`src/rtl/fir_sched_pkg.sv`:
```
// Shared types and Q-format helpers for the
// time-multiplexed FIR MAC scheduler.
package fir_sched_pkg;

  typedef enum logic [1:0] {
    IDLE,
    MAC,
    DONE
  } state_t;

  function automatic int tapWidth(input int taps);
    return (taps <= 2) ? 1 : $clog2(taps);
  endfunction

  function automatic longint qOne(input int wl, input int ip);
    return longint'(1) << (wl - ip);
  endfunction

  function automatic longint qHalf(input int wl, input int ip);
    return qOne(wl, ip) >> 1;
  endfunction

endpackage

```
`src/rtl/fir_delay_line.sv`:
```
// TAPS-deep sample shift register; entry 0
// holds the newest word.
module fir_delay_line #(
  parameter int WORD_LENGTH = 16,
  parameter int TAPS        = 4
) (
  input  logic                                  clk,
  input  logic                                  rst_n,
  input  logic                                  shiftEn,
  input  logic [WORD_LENGTH-1:0]                din,
  output logic [TAPS-1:0][WORD_LENGTH-1:0]      taps
);

  always_ff @(posedge clk or negedge rst_n) begin
    if (!rst_n) begin
      taps <= '0;
    end else if (shiftEn) begin
      taps[0] <= din;
      for (int i = 1; i < TAPS; i++) begin
        taps[i] <= taps[i-1];
      end
    end
  end

endmodule

```
`src/rtl/fir_mac_scheduler.sv`:
```
// FIR controller sharing one external MAC
// across all taps, one tap per cycle.
module fir_mac_scheduler
  import fir_sched_pkg::*;
#(
  parameter int WORD_LENGTH  = 16,
  parameter int INTEGER_PART = 2,
  parameter int TAPS         = 4,
  localparam int TW          = tapWidth(TAPS)
) (
  input  logic                   clk,
  input  logic                   reset,
  input  logic                   sample_valid,
  input  logic [WORD_LENGTH-1:0] sample_in,
  output logic                   sample_ready,
  input  logic                   coef_we,
  input  logic [TW-1:0]          coef_addr,
  input  logic [WORD_LENGTH-1:0] coef_data,
  output logic [WORD_LENGTH-1:0] mac_a,
  output logic [WORD_LENGTH-1:0] mac_b,
  output logic [WORD_LENGTH-1:0] mac_c,
  input  logic [WORD_LENGTH-1:0] mac_d,
  output logic [WORD_LENGTH-1:0] result,
  output logic                   result_valid,
  output logic                   busy
);

  if (TAPS < 2 || INTEGER_PART >= WORD_LENGTH) begin : gBadCfg
    $error("fir_mac_scheduler: bad TAPS/INTEGER_PART");
  end

  state_t                        state;
  logic [TW-1:0]                 tap;
  logic [WORD_LENGTH-1:0]        acc;
  logic [TAPS-1:0][WORD_LENGTH-1:0] x;
  logic [WORD_LENGTH-1:0]        coef [TAPS];
  logic                          accept;
  logic                          lastTap;
  logic                          coefWrOk;

  assign accept   = (state == IDLE) && sample_valid;
  assign lastTap  = (tap == TW'(TAPS - 1));
  assign coefWrOk = (state == IDLE) && coef_we
                    && (int'(coef_addr) < TAPS);

  fir_delay_line #(
    .WORD_LENGTH (WORD_LENGTH),
    .TAPS        (TAPS)
  ) uDelay (
    .clk     (clk),
    .rst_n   (reset),
    .shiftEn (accept),
    .din     (sample_in),
    .taps    (x)
  );

  always_ff @(posedge clk or negedge reset) begin
    if (!reset) begin
      state  <= IDLE;
      tap    <= '0;
      acc    <= '0;
      result <= '0;
    end else begin
      unique case (state)
        IDLE: begin
          if (sample_valid) begin
            acc   <= '0;
            tap   <= '0;
            state <= MAC;
          end
        end
        MAC: begin
          acc <= mac_d;
          tap <= tap + 1'b1;
          if (lastTap) begin
            result <= mac_d;
            state  <= DONE;
          end
        end
        DONE: begin
          tap   <= '0;
          state <= IDLE;
        end
        default: state <= IDLE;
      endcase
    end
  end

  // Store is frozen outside IDLE so a result never mixes coefficient sets
  always_ff @(posedge clk or negedge reset) begin
    if (!reset) begin
      for (int i = 0; i < TAPS; i++) begin
        coef[i] <= '0;
      end
    end else if (coefWrOk) begin
      coef[coef_addr] <= coef_data;
    end
  end

  assign mac_a = (state == MAC) ? x[tap]    : '0;
  assign mac_b = (state == MAC) ? coef[tap] : '0;
  assign mac_c = (state == MAC) ? acc       : '0;

  assign sample_ready = (state == IDLE);
  assign busy         = (state != IDLE);
  assign result_valid = (state == DONE);

endmodule

```
`config.mk`:
```
export PLATFORM = sky130hd
export DESIGN_NAME = fir_mac_scheduler
export DESIGN_NICKNAME = d
export VERILOG_FILES = /design/src/rtl/fir_sched_pkg.sv /design/src/rtl/fir_delay_line.sv /design/src/rtl/fir_mac_scheduler.sv
export SDC_FILE = /design/constraint.sdc
export NUM_CORES = 1
export LEC_CHECK = 0
export ABC_AREA = 1
export CORE_ASPECT_RATIO = 1.2
export CORE_MARGIN = 2
export CORE_UTILIZATION = 58
export CTS_BUF_LIST = sky130_fd_sc_hd__clkbuf_4 sky130_fd_sc_hd__clkbuf_8 sky130_fd_sc_hd__clkbuf_16
export CTS_CLUSTER_DIAMETER = 120
export DETAILED_ROUTE_END_ITERATION = 16
export GPL_TIMING_DRIVEN = 1
export MAX_ROUTING_LAYER = met4
export PLACE_DENSITY_LB_ADDON = 0.05
export RECOVER_POWER = 50
export SLEW_MARGIN = 10
export SYNTH_ARGS = -nofsm -noshare
export SYNTH_HDL_FRONTEND = slang
export SYNTH_SLANG_ARGS = --single-unit
export TNS_END_PERCENT = 5
```
`constraint.sdc`:
```
create_clock -name clk -period 2.67 [get_ports clk]
set_input_delay 0.534 -clock clk [delete_from_list [all_inputs] [get_ports clk]]
set_output_delay 0.534 -clock clk [all_outputs]
set_load 0.1 [all_outputs]
```
# Word-level counts from Yosys, hierarchy flattened
# Cells that the tools add are included.
dict set report word_totals {
  reg_bits 164
  elab_cells 53
  output_inout_bits 67
  inputBits 54
}
dict set report op_classes {
  n_mux 18
  n_addsub 1
  bitwise_logic 2
  reduce_logical 11
  order_cmp 4
  n_eq_ne 5
}
# cell count
set ops {}
lappend ops {{16-bit 2-to-1 mux} 8}
lappend ops {{16-bit binary-select mux with 2-bit select} 2}
lappend ops {{64-bit bitwise mux} 1}
lappend ops {{16-bit demux with 2-bit select} 1}
lappend ops {{16-bit case mux with 2 select lines} 1}
lappend ops {{2-bit AND reduction} 4}
lappend ops {{3-bit greater-or-equal comparator, second input constant} 2}
lappend ops {{2-bit 2-to-1 mux} 3}
lappend ops {{2-bit NOT with 3-bit output} 2}
lappend ops {{2-bit case mux with 3 select lines} 1}
lappend ops {{2-bit == test, second input constant} 2}
lappend ops {{2-bit inequality test, second input constant} 2}
lappend ops {{2-bit case mux with 2 select lines} 1}
lappend ops {{2-bit nonzero test} 2}
lappend ops {{1-bit logical AND} 3}
lappend ops {{2-bit by 3-bit < comparator with 1-bit output, second input constant} 1}
lappend ops {{3-bit by 1-bit < comparator with 1-bit output, second input constant} 1}
lappend ops {{3-bit nonzero test} 1}
lappend ops {{2-bit by 1-bit adder with 2-bit output, second input constant} 1}
lappend ops {{2-bit by 1-bit == test with 1-bit output, second input constant} 1}
lappend ops {{2-bit zero test} 1}

# Depth between registers and ports, before layout
# Gate-level depths: netlist of run 1.
dict set report depth {
  ltp_word 6
  depth_mapped 6
  ltp_nobuf 5
}

# Hierarchy
# A second synthesis of run 1 with hierarchy kept.
dict set report hier_totals {
  cells_unflattened 1055
  hier_area_um2 8336.7
}
# module cells_each area_per_inst_um2 seq_area_each_um2 instances
set modules_own_cells {}
lappend modules_own_cells {fir_mac_scheduler 785 5890.6 2502.4 1}
lappend modules_own_cells {fir_delay_line 270 2446.1 1601.5 1}

# Worst setup path after synthesis of run 1
# No wires, ideal clock.
dict set report synth_path {
  kind {flip-flop to output port}
  startpoint {reg tap[1]}
  endpoint {out mac_a[0]}
  arrival_ns 2.506
  path_stages_with_launch 6
  n_path_buf 2
  required_ns 2.136
  slack_ns -0.370
  path_cell_list {dfrtp_1 > clkbuf_1 > inv_1 > clkbuf_1 > nand3_1 > a21oi_1}
}
dict set report synth_via {
  elab_chain_len 3
}
# element line
set synth_rtl {}
lappend synth_rtl {{from (decl)} fir_mac_scheduler.sv:33} ;# logic [TW-1:0] tap;
lappend synth_rtl {{from (signal assigned)} fir_mac_scheduler.sv:74} ;# tap <= tap + 1'b1;
lappend synth_rtl {{16-bit binary-select mux with 2-bit select} fir_mac_scheduler.sv:100} ;# assign mac_a = (state == MAC) ? x[tap] : '0;
lappend synth_rtl {{16-bit 2-to-1 mux (implied by the code)} fir_mac_scheduler.sv:100}
lappend synth_rtl {{16-bit 2-to-1 mux} fir_mac_scheduler.sv:100}
lappend synth_rtl {{to (decl)} fir_mac_scheduler.sv:19} ;# output logic [WORD_LENGTH-1:0] mac_a,
# Every way passes these cells. The select of a mux whose other input is x is not followed.

# Final worst setup path of run 1
dict set report layout_path {
  startpoint {reg tap[0]}
  endpoint {out mac_a[9]}
}
# The elaborated chain is that of the path after synthesis.

==> metrics.md, run 1 <==
| Metric | Value |
|---|---|
| Status | `finished with violations` |
| Failing checks | `max-capacitance violations, max-slew violations` |
| Final setup fails | `0` |
| Initial core utilization | `59.9%` |
| Worst hold path class | `flop to flop` |
| Core Area | `12700 µm²` |
| FILL cells | `898` |
| Pre-antenna DRT Iters | `5` |
| Clk_lat worst skew | `0.41 ns` |
| RSZ-0062 raised after global routing | `false` |
| GPL Wtd Cong | `0.819` |
| Critical Path Sink Type | `output port` |
| Grt ovf | `0` |
| Hpwl dp | `11900 µm` |
| Synth warn | `0` |
| Area leader, netlist | `dfrtp_1` |
| CTS resizes | `0` |
| Unique masters post-synth | `19` |
| H-tree depth | `4` |
| Area share of the largest cell type after synthesis | `53.8%` |
| Die span in y | `130 µm` |
| #FFs+latches synth | `164` |
| Routed Antenna Nets | `0` |
| Initial antenna violation count | `0` |
| Cts hold-fix bufs | `0` |
| WS Path Type | `flop to output port` |
| CTS clock-pin slew for the worst setup and hold paths | `0.06 ns` |
| Post-route minimum period | `2.55 ns` |
| Vias/cell | `5.15` |
| Syn_nets | `1045` |
| Ys flop type | `dfrtp_1` |
| Clock Sinks | `164` |
| Post-synth ARST share | `100%` |
| Syn Area/Cell | `7.70 µm²` |
| Share of layout cells above drive strength 1 | `11.3%` |
| Crit path max fanout | `17` |
| Worst-margin pin slew | `2.01 ns` |
| CP startpoint kind | `flop` |
| Fin util | `78.6%` |
| Total GRT Usage | `28.5%` |
| I/O Pins | `121` |
| Largest net degree at the start of global routing | `53` |
| Hold Fails Final Rpt | `0` |
| Fin. max-slew vios | `37` |
| Nets@finish | `1150` |
| Post-synth EDFFs | `0` |
| CTS tree | `done` |
| Area of the die | `14100 µm²` |
| Sequential share of the synthesized area | `53.8%` |
| Drt total wl | `18000 µm` |
| WL per Instance | `14.2 µm` |
| FMAX | `0.392 GHz` |
| Clk_skew | `0.00505 ns` |
| Root Buffer | `clkbuf_16` |
| Routed via count | `6550` |
| Slew HR | `-34.0%` |
| First-pass GRT wire length | `30200 µm` |
| Vias in the first global route | `6371` |
| Mapped Area | `7630 µm²` |
| Mapped Cells | `990` |
| PortBufs | `120` |
| Post-CTS Setup Bufs | `0` |
| Min Hold Slack | `0.483 ns` |
| CP required | `2.14 ns` |
| Top cell types by occurrence after synthesis | `nand2_1, inv_1, dfrtp_1` |
| Most frequent cell after synthesis | `nand2_1` |
| # DRC | `0` |
| Die Wd | `109 µm` |
| Worst Path Arrival | `2.02 ns` |
| Clock Tree Buf Depth | `2` |
| Ant. Diodes | `0` |
| Num CTS Buffers | `17` |
| Layout area overhead | `31.1%` |
| # rows | `45` |
| Max_cap viols | `1` |
| Largest cells by area after synthesis | `dfrtp_1, nand2_1, o21ai_0, inv_1, nand3_1` |
| Crit share post-route | `95.5%` |
| 1st-iter DRT viols | `415` |
[worst paths after layout]
path,start,to,slack (ns),cells past startpoint
setup / recovery,tap[0],mac_a[9],0.12,6
hold / removal,uDelay.taps[60],uDelay.taps[60],0.48,2
setup reg to reg,state[0],uDelay.taps[14],0.48,5
hold reg to reg,uDelay.taps[60],uDelay.taps[60],0.48,2
max in group asynchronous,reset,result[8],0.57,2
min in group asynchronous,reset,uDelay.taps[36],0.68,1
[placed cells by master, fill, tap and decap left out]
cell type / netlist / layout
buf_4: 0 / 33
o21ai_0: 143 / 145
ha_1: 1 / 1
clkbuf_1: 28 / 6
clkinv_2: 0 / 5
buf_12: 0 / 52
dlygate4sd3_1: 0 / 2
nand3_1: 68 / 68
nand2_2: 2 / 1
clkinvlp_4: 0 / 2
clkbuf_4: 0 / 2
clkbuf_8: 0 / 3
clkbuf_16: 0 / 17
a21oi_1: 49 / 47
a21oi_2: 0 / 2
inv_2: 1 / 2
clkdlybuf4s50_1: 0 / 50
o21ai_1: 4 / 3
inv_1: 185 / 184
dfrtp_2: 0 / 1
nor2_4: 1 / 1
bufinv_16: 0 / 3
nand2_1: 276 / 277
nor2_2: 1 / 1
dfrtp_1: 164 / 163
nor2_1: 36 / 36
[stage by stage]
| step | instance area, µm² | setup slack, ns | setup TNS, ns | std cells |
|---|---|---|---|---|
| after floorplan | 7630 | -0.370 | -12.45 | 990 |
| after global placement | 9430 | 0.604 | 0 | 1240 |
| after detailed placement | 9430 | 0.574 | 0 | 1240 |
| after CTS | 10000 | 0.121 | 0 | 1271 |
| after global routing | 10000 | 0.0284 | 0 | 1271 |
| final | 10000 | 0.120 | 0 | 1271 |
[cells by family after synthesis]
kind of cell	Yosys count	synth area share, %
adder cells (fa/ha/maj)	1	0.164
flip-flops	164	53.8
buffers and inverters	244	12.8
AO/OA/AOI/OAI	197	13.0
AND/OR/NAND/NOR	384	20.2
[worst max-delay path, stage by stage, from the launching register on]
cell,delay [ns]
dfrtp_2,0.47
inv_2,0.16
buf_4,0.23
nand2_1,0.09
nand3_1,0.10
a21oi_1,0.31
buf_12,0.22
[flip-flops by register name (all words and copies together), names as in the netlist]
| signal | flops |
|---|---|
| coef | 64 |
| uDelay.taps | 64 |
| acc | 16 |
| result | 16 |
| state | 2 |
| tap | 2 |
[cell type report]
class / count / area (µm²) / share of cell area, %
flip-flops and latches: 164 / 4110 / 41.1
multi-input cells: 582 / 2540 / 25.5
repair buffers: 144 / 1840 / 18.4
inverters: 186 / 698 / 6.98
clock buffers: 21 / 474 / 4.74
well taps: 164 / 205 / 2.05
clock inverters: 10 / 130 / 1.30
[metal layers]
metal	vias up	track usage (%)	routed length, µm
met5	-	-	0
met4	0	7.77	297
met3	27	5.99	988
met2	213	47.9	9410
met1	3080	34.9	7300
li1	3230	-	-
Power of run 1 is not shown: default switching activity piles up to over one toggle a cycle in this logic, so the estimate is an artifact.
==> inputs of run 2 (changes only) <==
--- a/config.mk
+++ b/config.mk
@@ -14,7 +14,7 @@
 export DETAILED_ROUTE_END_ITERATION = 16
 export GPL_TIMING_DRIVEN = 1
 export MAX_ROUTING_LAYER = met4
-export PLACE_DENSITY_LB_ADDON = 0.05
+export PLACE_DENSITY = 0.85
 export RECOVER_POWER = 50
 export SLEW_MARGIN = 10
 export SYNTH_ARGS = -nofsm -noshare
==> run 2 against run 1 <==
The run now ends clean. Clock-buffer cell count up 6. Highest routed layer unchanged. Non-clock buffer count down 6. First-iteration DRC count up 26%. Fmax up 0.34%. Die area unchanged.
==> metrics.md, run 2 (same netlist as run 1, synthesis figures left out) <==
| Metric | Value |
|---|---|
| Status | `completed` |
| Routed Antenna Nets | `0` |
| CTS clock-pin slew for the worst setup and hold paths | `0.06 ns` |
| Crit path max fanout | `25` |
| Worst Path Arrival | `2.01 ns` |
| Clock Sinks | `164` |
| CTS resizes | `1` |
| GPL Wtd Cong | `0.836` |
| Total GRT Usage | `29.2%` |
| CP startpoint kind | `flop` |
| Slew HR | `4.07%` |
| Grt ovf | `0` |
| Worst-margin pin slew | `1.44 ns` |
| Max_cap viols | `0` |
| 1st-iter DRT viols | `523` |
| Crit share post-route | `95.2%` |
| R2R depth | `5` |
| I/O Pins | `121` |
| Dpl cells | `1234` |
| Vias in the first global route | `6595` |
| WL per Instance | `14.9 µm` |
| Clk_lat worst skew | `0.42 ns` |
| WS Path Type | `flop to output port` |
| Hpwl dp | `11900 µm` |
| Top Registers | `coef x64, uDelay.taps x64` |
| Post-CTS Setup Bufs | `0` |
| # rows | `45` |
| Highest-count cells in the layout ignoring fill and taps | `nand2_1, inv_1, dfrtp_1` |
| Die Wd | `109 µm` |
| Core Area | `12700 µm²` |
| Nets@finish | `1144` |
| Num CTS Buffers | `17` |
| Share of layout cells above drive strength 1 | `11.4%` |
| Reg2Reg Setup Slack | `0.57 ns` |
| CP required | `2.14 ns` |
| Vias/cell | `5.29` |
| Routed via count | `6695` |
| Clock Tree Buf Depth | `2` |
| Die span in y | `130 µm` |
| Critical path cell sequence | `buf_6, inv_2, buf_4, nand2_1, nand3_1, a21oi_1, buf_12` |
| Post-Layout Cell Count | `1265` |
| CP peak stage delay | `0.36 ns` |
| RR Startpoint | `state[1]` |
| Commonest non-fill, non-tap cell in the layout | `nand2_1` |
| # DRC | `0` |
| Drt total wl | `18800 µm` |
| Worst hold path class | `primary input to async pin` |
| Fin Setup TNS | `0 ns` |
| Post-route minimum period | `2.54 ns` |
| Initial core utilization | `59.9%` |
| Hold Fails Final Rpt | `0` |
| Critical Path Sink Type | `output port` |
| Area of the die | `14100 µm²` |
| Clk_skew | `0.00420 ns` |
| Largest net degree at the start of global routing | `60` |
| CTS tree | `done` |
| Pre-antenna DRT Iters | `6` |
| Fin. max-slew vios | `0` |
| Layout area overhead | `30.9%` |
| R2R Path End | `uDelay.taps[29]` |
| Final setup fails | `0` |
| Ant. Diodes | `0` |
| PortBufs | `120` |
| RSZ-0062 raised after global routing | `false` |
| FMAX | `0.393 GHz` |
| Cts hold-fix bufs | `0` |
| First-pass GRT wire length | `31000 µm` |
| Max stage delay cell, worst path | `dfrtp_2` |
| Root Buffer | `clkbuf_16` |
| Initial antenna violation count | `0` |
| H-tree depth | `4` |
[run 2: cell count changes in the layout (fill, tap and decap cells not counted), moves of 2 or more]
cell        change
buf_4           -8
clkbuf_4        +5
clkinvlp_4      -2
a21oi_1         -3
clkinv_2        -2
buf_12          +2
a21oi_2         +3
clkbuf_1        -3
clkbuf_8        +2
o21ai_0         -2
bufinv_16       -2
[run 2: layout make-up]
| class | count | area [µm²] |
|---|---|---|
| repair buffers | 138 | 1830 |
| multi-input cells | 582 | 2560 |
| inverters | 186 | 703 |
| clock inverters | 4 | 45.0 |
| fillers | 815 | 2740 |
| clock buffers | 27 | 532 |
| well taps | 164 | 205 |
| flip-flops and latches | 164 | 4110 |
[run 2: routing by layer]
metal	GRT usage [%]	part of all wire [%]	routed length, µm
met2	47.2	52	9870
met5	-	0	0
met1	35.4	38	7220
met4	14.6	3.3	625
met3	5.18	5.8	1100
[run 2: stage by stage]
stage                     utilization, %  hold slack (ns)  setup slack [ns]  area (µm²)
after floorplan                        -            0.238            -0.370        7630
after global placement              74.1            0.465             0.455        9440
after detailed placement            74.1            0.474             0.426        9440
after CTS                           78.7           0.0985            0.0468       10000
after global routing                78.5            0.506            0.0527        9990
final                               78.5            0.434             0.129        9990
[run 2: how the worst max path moves through the flow]
stage,end,start
after global routing,mac_b[1],tap[0]
after CTS,mac_b[2],state[0]
after floorplan,mac_a[2],tap[1]
final,mac_b[1],tap[0]
after detailed placement,mac_b[2],state[0]
after global placement,mac_b[5],state[0]
[run 2: worst max-delay path: cells and delay by family (launching register included)]
family | cells | cell delay (ns)
buf+inv | 4 | 0.73
flops | 1 | 0.36
compound gates | 1 | 0.27
simple gates | 2 | 0.21
Power of run 2 is left out for the same reason.
